==> config.mk <==
export PLATFORM = sky130hd
export DESIGN_NAME = csr_trap_sequencer
export DESIGN_NICKNAME = d
export VERILOG_FILES = /design/src/rtl/csr_trap_sequencer.sv
export SDC_FILE = /design/constraint.sdc
export NUM_CORES = 1
export LEC_CHECK = 0
export BUFFER_PORTS_ARGS = -buffer_cell sky130_fd_sc_hd__buf_2
export CAP_MARGIN = 25
export CORE_ASPECT_RATIO = 0.9
export CORE_UTILIZATION = 40
export DETAILED_ROUTE_END_ITERATION = 16
export SLEW_MARGIN = 40
export SYNTH_ARGS = -nofsm -noshare
export SYNTH_HDL_FRONTEND = slang
export SYNTH_SLANG_ARGS = --single-unit
==> constraint.sdc <==
create_clock -name clock_i -period 3.3 [get_ports clock_i]
set_input_delay 0.99 -clock clock_i [delete_from_list [all_inputs] [get_ports clock_i]]
set_output_delay 0.99 -clock clock_i [all_outputs]
set_load 0.02 [all_outputs]
==> src/rtl/csr_trap_sequencer.sv <==
// csr_trap_sequencer: owns mstatus/mtvec/mepc/mcause and serialises CSR-instruction, trap and mret access to them.
// Latency: CSR response 2 cycles after accept, trap redirect 3 cycles, mret redirect 1 cycle.
// Backpressure: every ready is low outside IDLE; in IDLE one request is taken per cycle (trap > mret > csr).
//
// Ports:
//   clock_i / reset_i           clock, synchronous active-low reset
//   csr_req_* / csr_resp_*      CSR instruction request (addr, op, wdata) and response (old value, illegal flag)
//   trap_* / mret_*             trap entry (cause, faulting pc) and mret requests
//   redirect_valid_o/_pc_o      one-cycle fetch redirect to trap vector or return pc
//   busy_o                      a sequence is in flight
//   regs_0_o..regs_3_o          live mstatus, mtvec, mepc, mcause
// Optional: define CSR_MSTATUS_STACK_EN to stack MIE/MPIE/MPP in mstatus on trap entry and mret.
module csr_trap_sequencer #(
    parameter int unsigned     XLEN        = 32,
    parameter logic [XLEN-1:0] MSTATUS_RST = XLEN'(32'h0000_1800),
    parameter logic [XLEN-1:0] MTVEC_RST   = '0
) (
    input  logic            clock_i,
    input  logic            reset_i,
    input  logic            csr_req_valid_i,
    output logic            csr_req_ready_o,
    input  logic [11:0]     csr_addr_i,
    input  logic [1:0]      csr_op_i,
    input  logic [XLEN-1:0] csr_wdata_i,
    output logic            csr_resp_valid_o,
    output logic [XLEN-1:0] csr_rdata_o,
    output logic            csr_illegal_o,
    input  logic            trap_valid_i,
    output logic            trap_ready_o,
    input  logic [XLEN-1:0] trap_cause_i,
    input  logic [XLEN-1:0] trap_pc_i,
    input  logic            mret_valid_i,
    output logic            mret_ready_o,
    output logic            redirect_valid_o,
    output logic [XLEN-1:0] redirect_pc_o,
    output logic            busy_o,
    output logic [XLEN-1:0] regs_0_o,
    output logic [XLEN-1:0] regs_1_o,
    output logic [XLEN-1:0] regs_2_o,
    output logic [XLEN-1:0] regs_3_o
);

    localparam logic [11:0] ADDR_MSTATUS = 12'h300;
    localparam logic [11:0] ADDR_MTVEC   = 12'h305;
    localparam logic [11:0] ADDR_MEPC    = 12'h341;
    localparam logic [11:0] ADDR_MCAUSE  = 12'h342;

    typedef enum logic [2:0] {
        S_IDLE,
        S_CSR_RMW,
        S_CSR_RESP,
        S_TRAP_EPC,
        S_TRAP_CAUSE,
        S_TRAP_DONE,
        S_MRET
    } state_t;

    state_t          state_q, state_d;
    logic [XLEN-1:0] mstatus_q, mstatus_d;
    logic [XLEN-1:0] mtvec_q, mtvec_d;
    logic [XLEN-1:0] mepc_q, mepc_d;
    logic [XLEN-1:0] mcause_q, mcause_d;

    // Latched request. opnd_q carries the CSR operand or the trap cause.
    logic [11:0]     addr_q, addr_d;
    logic [1:0]      op_q, op_d;
    logic [XLEN-1:0] opnd_q, opnd_d;
    logic [XLEN-1:0] pc_q, pc_d;
    logic [XLEN-1:0] rdata_q, rdata_d;
    logic            illegal_q, illegal_d;

    // Single register write port shared by the CSR and trap sequences.
    logic            wr_en;
    logic [11:0]     wr_addr;
    logic [XLEN-1:0] wr_data;

    logic            sel_legal;
    logic [XLEN-1:0] sel_old;
    logic [XLEN-1:0] rmw_new;

`ifdef CSR_MSTATUS_STACK_EN
    logic            stack_trap;
    logic            stack_mret;
`endif

    // Old value of the latched CSR address; unmapped addresses read 0.
    always_comb begin
        sel_legal = 1'b1;
        sel_old   = '0;
        case (addr_q)
            ADDR_MSTATUS: sel_old = mstatus_q;
            ADDR_MTVEC:   sel_old = mtvec_q;
            ADDR_MEPC:    sel_old = mepc_q;
            ADDR_MCAUSE:  sel_old = mcause_q;
            default:      sel_legal = 1'b0;
        endcase
    end

    always_comb begin
        case (op_q)
            2'b01:   rmw_new = opnd_q;
            2'b10:   rmw_new = sel_old | opnd_q;
            2'b11:   rmw_new = sel_old & ~opnd_q;
            default: rmw_new = sel_old;
        endcase
    end

    // FSM next state and outputs.
    always_comb begin
        state_d          = state_q;
        addr_d           = addr_q;
        op_d             = op_q;
        opnd_d           = opnd_q;
        pc_d             = pc_q;
        rdata_d          = rdata_q;
        illegal_d        = illegal_q;
        wr_en            = 1'b0;
        wr_addr          = addr_q;
        wr_data          = rmw_new;
        trap_ready_o     = 1'b0;
        mret_ready_o     = 1'b0;
        csr_req_ready_o  = 1'b0;
        csr_resp_valid_o = 1'b0;
        redirect_valid_o = 1'b0;
        redirect_pc_o    = '0;
`ifdef CSR_MSTATUS_STACK_EN
        stack_trap       = 1'b0;
        stack_mret       = 1'b0;
`endif
        case (state_q)
            S_IDLE: begin
                trap_ready_o    = 1'b1;
                mret_ready_o    = !trap_valid_i;
                csr_req_ready_o = !trap_valid_i && !mret_valid_i;
                if (trap_valid_i) begin
                    opnd_d  = trap_cause_i;
                    pc_d    = trap_pc_i;
                    state_d = S_TRAP_EPC;
                end else if (mret_valid_i) begin
                    state_d = S_MRET;
                end else if (csr_req_valid_i) begin
                    addr_d  = csr_addr_i;
                    op_d    = csr_op_i;
                    opnd_d  = csr_wdata_i;
                    state_d = S_CSR_RMW;
                end
            end
            S_CSR_RMW: begin
                // Read-only op and unmapped addresses leave every register untouched.
                wr_en     = sel_legal && (op_q != 2'b00);
                rdata_d   = sel_old;
                illegal_d = !sel_legal;
                state_d   = S_CSR_RESP;
            end
            S_CSR_RESP: begin
                csr_resp_valid_o = 1'b1;
                state_d          = S_IDLE;
            end
            S_TRAP_EPC: begin
                wr_en   = 1'b1;
                wr_addr = ADDR_MEPC;
                wr_data = pc_q;
                state_d = S_TRAP_CAUSE;
            end
            S_TRAP_CAUSE: begin
                wr_en   = 1'b1;
                wr_addr = ADDR_MCAUSE;
                wr_data = opnd_q;
`ifdef CSR_MSTATUS_STACK_EN
                stack_trap = 1'b1;
`endif
                state_d = S_TRAP_DONE;
            end
            S_TRAP_DONE: begin
                redirect_valid_o = 1'b1;
                redirect_pc_o    = {mtvec_q[XLEN-1:2], 2'b00};
                state_d          = S_IDLE;
            end
            S_MRET: begin
                redirect_valid_o = 1'b1;
                redirect_pc_o    = mepc_q;
`ifdef CSR_MSTATUS_STACK_EN
                stack_mret = 1'b1;
`endif
                state_d = S_IDLE;
            end
            default: state_d = S_IDLE;
        endcase
    end

    // Write port decode; mtvec and mepc are always word aligned.
    always_comb begin
        mstatus_d = mstatus_q;
        mtvec_d   = mtvec_q;
        mepc_d    = mepc_q;
        mcause_d  = mcause_q;
        if (wr_en) begin
            case (wr_addr)
                ADDR_MSTATUS: mstatus_d = wr_data;
                ADDR_MTVEC:   mtvec_d   = {wr_data[XLEN-1:2], 2'b00};
                ADDR_MEPC:    mepc_d    = {wr_data[XLEN-1:2], 2'b00};
                ADDR_MCAUSE:  mcause_d  = wr_data;
                default:      ;
            endcase
        end
`ifdef CSR_MSTATUS_STACK_EN
        // Interrupt-enable stacking is a side path alongside the mcause/redirect step.
        if (stack_trap) begin
            mstatus_d[7]     = mstatus_q[3];
            mstatus_d[3]     = 1'b0;
            mstatus_d[12:11] = 2'b11;
        end
        if (stack_mret) begin
            mstatus_d[3]     = mstatus_q[7];
            mstatus_d[7]     = 1'b1;
            mstatus_d[12:11] = 2'b11;
        end
`endif
    end

    always_ff @(posedge clock_i) begin
        if (!reset_i) begin
            state_q   <= S_IDLE;
            mstatus_q <= MSTATUS_RST;
            mtvec_q   <= MTVEC_RST;
            mepc_q    <= '0;
            mcause_q  <= '0;
            addr_q    <= '0;
            op_q      <= '0;
            opnd_q    <= '0;
            pc_q      <= '0;
            rdata_q   <= '0;
            illegal_q <= 1'b0;
        end else begin
            state_q   <= state_d;
            mstatus_q <= mstatus_d;
            mtvec_q   <= mtvec_d;
            mepc_q    <= mepc_d;
            mcause_q  <= mcause_d;
            addr_q    <= addr_d;
            op_q      <= op_d;
            opnd_q    <= opnd_d;
            pc_q      <= pc_d;
            rdata_q   <= rdata_d;
            illegal_q <= illegal_d;
        end
    end

    assign csr_rdata_o   = rdata_q;
    assign csr_illegal_o = (state_q == S_CSR_RESP) && illegal_q;
    assign busy_o        = (state_q != S_IDLE);
    assign regs_0_o      = mstatus_q;
    assign regs_1_o      = mtvec_q;
    assign regs_2_o      = mepc_q;
    assign regs_3_o      = mcause_q;

endmodule

[After elaboration in Yosys (flattened, before gate mapping)]
Index checks and enable logic that the tools add are counted.
W data, S select, Z words.
Storage, ports and cells
  flip-flop bits (word level): 238
  bits of input ports: 115
Operators by class
  equal/unequal tests: 19
  muxes and demuxes: 19
  bitwise operators: 5
  reduce and logical (&&, ||, !) cells: 20
Operator list (number)
  $pmux W32 S2: 2
  $pmux W32 S4: 1
  $eq A12 B10 Y1 const B: 8
  $mux W32: 3
  $pmux W32 S3: 1
  $and A32 B32 Y32: 1
  $not A32 Y32: 1
  $or A32 B32 Y32: 1
  $pmux W12 S2: 1
  $pmux W3 S4: 1
  $reduce_and A2 Y1: 5
  $eq A3 B3 Y1 const B: 3
  $mux W3: 3
  $eq A3 B2 Y1 const B: 2
  $mux W1: 6
  $eq A2 B2 Y1 const B: 2
  $ne A4 B4 Y1 const B: 1
  $reduce_and A4 Y1: 1
  $reduce_bool A2 Y1: 2
  $reduce_or A2 Y1: 2
  $reduce_or A4 Y1: 1
  $eq A3 B1 Y1 const B: 1
  $logic_and A1 B1 Y1: 3
  $logic_not A1 Y1: 3
  7 further kinds: 8

[Depth between registers and ports, before layout]
  depth after elaboration: 6
  mapped depth: 8

[Worst setup path before layout]
Ideal clock, no wire load.
  kind: input -> output
  from: input port trap_valid_i
  to: output port mret_ready_o
  arrival time: 1.812 ns
  required time: 2.310 ns
  setup slack: 0.498 ns
  cell stages on the path: 3
  path buffers: 2
  cells stage by stage: buf_2 -> buf_1 -> nor2_1
On the way
  word-level cells in the longest chain between the ends: 2
RTL lines
  start, declared: line 28  | input logic trap_valid_i,
  $logic_not A1 Y1: line 133  | mret_ready_o = !trap_valid_i;
  $mux W1: line 130  | case (state_q)
  end, declared: line 33  | output logic mret_ready_o,
Every way passes these cells.

[Worst setup path after layout]
  from: register state_q[2]
  to: output port redirect_pc_o[11]
On the way
  word-level cells in the longest chain between the ends: 2
RTL lines
  start, declared: line 58  | state_t state_q, state_d;
  start signal, assigned: line 235  | state_q <= state_d;
  $eq A3 B3 Y1: line 130
  $pmux W32 S2 *: line 130
  end, declared: line 35  | output logic [XLEN-1:0] redirect_pc_o,
Every way passes the cells marked *; elsewhere a longest branch is shown, timed or not.

==> impl_results.md <==
* Worst skew pair latency at 0.53 ns
* Worst slew margin at roughly 43%
* Via Count at around 10000
* # Post-CTS Setup Buffers at 0
* Crit path max-delay cell type: dfxtp_1
* Grt total ovfl at 0
* Total negative setup slack at 0 ns
* Routed length per instance at 20.9 um
* Mapped Area at 0.0104 sq mm
* CTS Sinks at 238
* Most frequent cells in the layout: 307 x buf_2, 238 x dfxtp_1, 119 x a21oi_1
* Clock network power share at between 40% and 50%
* Comb power frac at 10.2%
* Nets@finish at ~1500
* Initial Utilization at 41.1%
* Critical Path RT at ~2.3 ns
* Final hold vios at 0
* Synth warn at 0
* Most common cell after layout, fill and taps aside: buf_2
* Critical path cell sequence: and3b_1 -> buf_4 -> a22o_1 -> buf_2
* Critical path class: reg2out
* Slew @ Worst Pin at roughly 0.86 ns
* Largest net degree at the start of global routing at approximately 110
* Global-route wire length before repair at 54.7 mm
* Top_reg_cell synth: dfxtp_1
* Synthesized area per cell at 9.01 sq um
* Gate Count Post-Synth at about 1200
* Top cells by area, synth: dfxtp_1 46%, a22oi_1 6.5%, a21oi_1 5.8%, o2bb2ai_1 4.9%, nand2_1 4.0%
* Die ar. at around 0.027 sq mm
* Half-perimeter wire length after placement at 25.4 mm
* Fillers at 2463
* Initial antenna violation count at 0
* Internal cell power at 4.94 mW
* Count of final setup violators at 0
* Design area at 0.0129 sq mm
* Synth-to-Final Area Change at 24.4%
* CP peak stage delay at 0.61 ns
* FFs w/ async S/R, synth at 0%
* F_max at 0.322 GHz
* DRC violations left at 0
* Core Util, Final at 51.1%
* CTS resizes at 0
* Drt via density at 5.78
* Core footprint at 0.0253 sq mm
* Storage cell area at 0.00476 sq mm
* Clock tree buffer depth at 3
* Worst-path clk slew at 0.06 ns
* Top-area cell type share of the netlist area at ~46%
* Sequential area share after synthesis at 45.8%
* Hold-fix buffers, CTS at 0
* CTS Root Cell: clkbuf_16
* Final GP Congestion at 0.889
* Net Sw Frac at about a quarter
* CTS Buf Count at 26
* Largest area contributor in the netlist: dfxtp_1
* Area post-placement at 0.0121 sq mm
* Pwr/cell area at 516 mW/mm^2
* FF-to-FF path depth at 4
* Share of cells above drive strength 1 at 29.4%
* Top cell family by delay on the critical path: flip-flops
* TritonCTS clock tree: yes
* Die Y at 155 um
* Minimum clock period at around 3.1 ns
* Drt pass-1 iters at 5
* Antenna Nets Post-Route at 0
* Worst setup SP type: register
* Pleak at 5.29 nW
* Max-Cap Viols at 0
* Hold Crit Class: reg2reg
* Area of the multi-input gates at between 0.005 and 0.006 sq mm
* Status: finished, final reports clean
* NetSw at 1.73 mW
* WL final at 36.6 mm
* CP Data Arrival Time at 2.11 ns
* Die extent in x at 172 um
* Row count at 55
* RSZ-0062 raised after global routing: false
* Post-synth EDFFs at 0
* DR iter-0 viols at 892
* Htree depth at 1
* Fin Clk Skew at 0.0105 ns
* Vias in the first global route at 9027
* Seq cells post-synth at 238
* I/O pins at roughly 310
* Gr usage total at 26.6%
* Instance count on the critical path at 4
* CP bufs+invs at 2
* Synth cell types at 57
* Seq pwr share at 46.1%
* Fin crit share at 94.0%
* Post-route total power at around 6.7 mW
* Final-report max-slew violation count at 0
* Port Buffers at just over 300
* Hold path depth at 2
* Worst Path Max Fanout at 31
* Maximum vdd drop at 0.357 mV
* Worst Setup End Kind: output pin
-- routing by layer --
metal  global-route usage (%)  share of wire, %  routed length (um)  up-vias
met5                        0                 0                   0        -
met4                     7.21               2.6                 943        0
met3                     4.88               8.4                3060       49
met2                     37.5                41               14900      461
met1                     40.8                48               17700     4797
li1                         -                 -                   -     4826
-- Yosys cell counts, types with 3 or more instances --
master and count:
o21ai_0 11, a22oi_1 90, mux2i_1 32, or2_1 3, buf_4 10, and2_1 4
nand2_1 111, nor2_1 72, a211oi_1 33, buf_2 33, and3b_1 3, and3_1 5
a31oi_1 12, buf_1 4, o2bb2ai_1 58, clkbuf_1 82, nor3b_1 4, nand3_1 15
nor2b_1 5, dfxtp_1 238, a31oi_2 18, a32o_1 30, a21oi_1 120, o22ai_1 31
o21ai_1 61, a22o_1 30
-- stage by stage --
| stage | instances | hold slack, ns | setup WS, ns |
|---|---|---|---|
| 2_1_floorplan | 1160 | 0.432 | 0.498 |
| 3_3_place_gp | 1707 | 0.442 | 0.775 |
| 3_5_place_dp | 1707 | 0.447 | 0.710 |
| 4_1_cts | 1752 | 0.456 | 0.200 |
| 5_1_grt | 1752 | 0.475 | 0.0883 |
| 6_report | 1753 | 0.456 | 0.197 |
-- final timing paths --
check	startpoint	slack, ns	end
max	state_q[2]	0.20	redirect_pc_o[11]
min reg2reg	pc_q[20]	0.46	pc_q[20]
max reg2reg	addr_q[6]	0.58	regs_0_o[27]
min	pc_q[20]	0.46	pc_q[20]
-- cells by family (layout without fill, tap and decap cells) --
group / count (synthesis) / count (layout) / share of synthesized area (%)
AOI/OAI and AO/OA: 504 / 504 / 34.1
buffers and inverters: 132 / 382 / 5.52
and+or+nand+nor: 246 / 246 / 11.3
xor gates and xnor gates: 2 / 2 / 0.168
other: 1 / 7 / 0.0360
DFF: 238 / 238 / 45.8
muxes: 32 / 32 / 3.08
-- tightest hold or removal path, stage by stage (launching register included) --
cell and delay (ns):
dfxtp_1 0.31, nand2_1 0.05, a21oi_1 0.05
-- flip-flops by register name (all words and copies together) (netlist names), 12 cells and up --
name         count
regs_1_o        30
regs_0_o        32
regs_3_o        32
opnd_q          32
regs_2_o        30
addr_q          12
pc_q            32
csr_rdata_o     32
-- final cells by class --
| class | count | area share [%] |
|---|---|---|
| Sequential cell | 238 | 36.8 |
| Tap cell | 342 | 3.31 |
| Multi-Input combinational cell | 790 | 39.5 |
| Clock inverter | 9 | 0.793 |
| Inverter | 3 | 0.0967 |
| Antenna cell | 1 | 0.0193 |
| Clock buffer | 36 | 5.79 |
| Timing Repair Buffer | 334 | 13.7 |
-- power groups by stage --
stage / clock network [mW] / logic (mW) / registers (mW)
floorplan: 0 / 0.479 / 3.10
global placement: 0 / 0.668 / 3.13
detailed placement: 0 / 0.678 / 3.14
CTS: 2.95 / 0.681 / 3.07
global route: 3.08 / 0.748 / 3.09
finish: 2.91 / 0.682 / 3.08
Note: power is estimated with default switching activity, not from simulation.
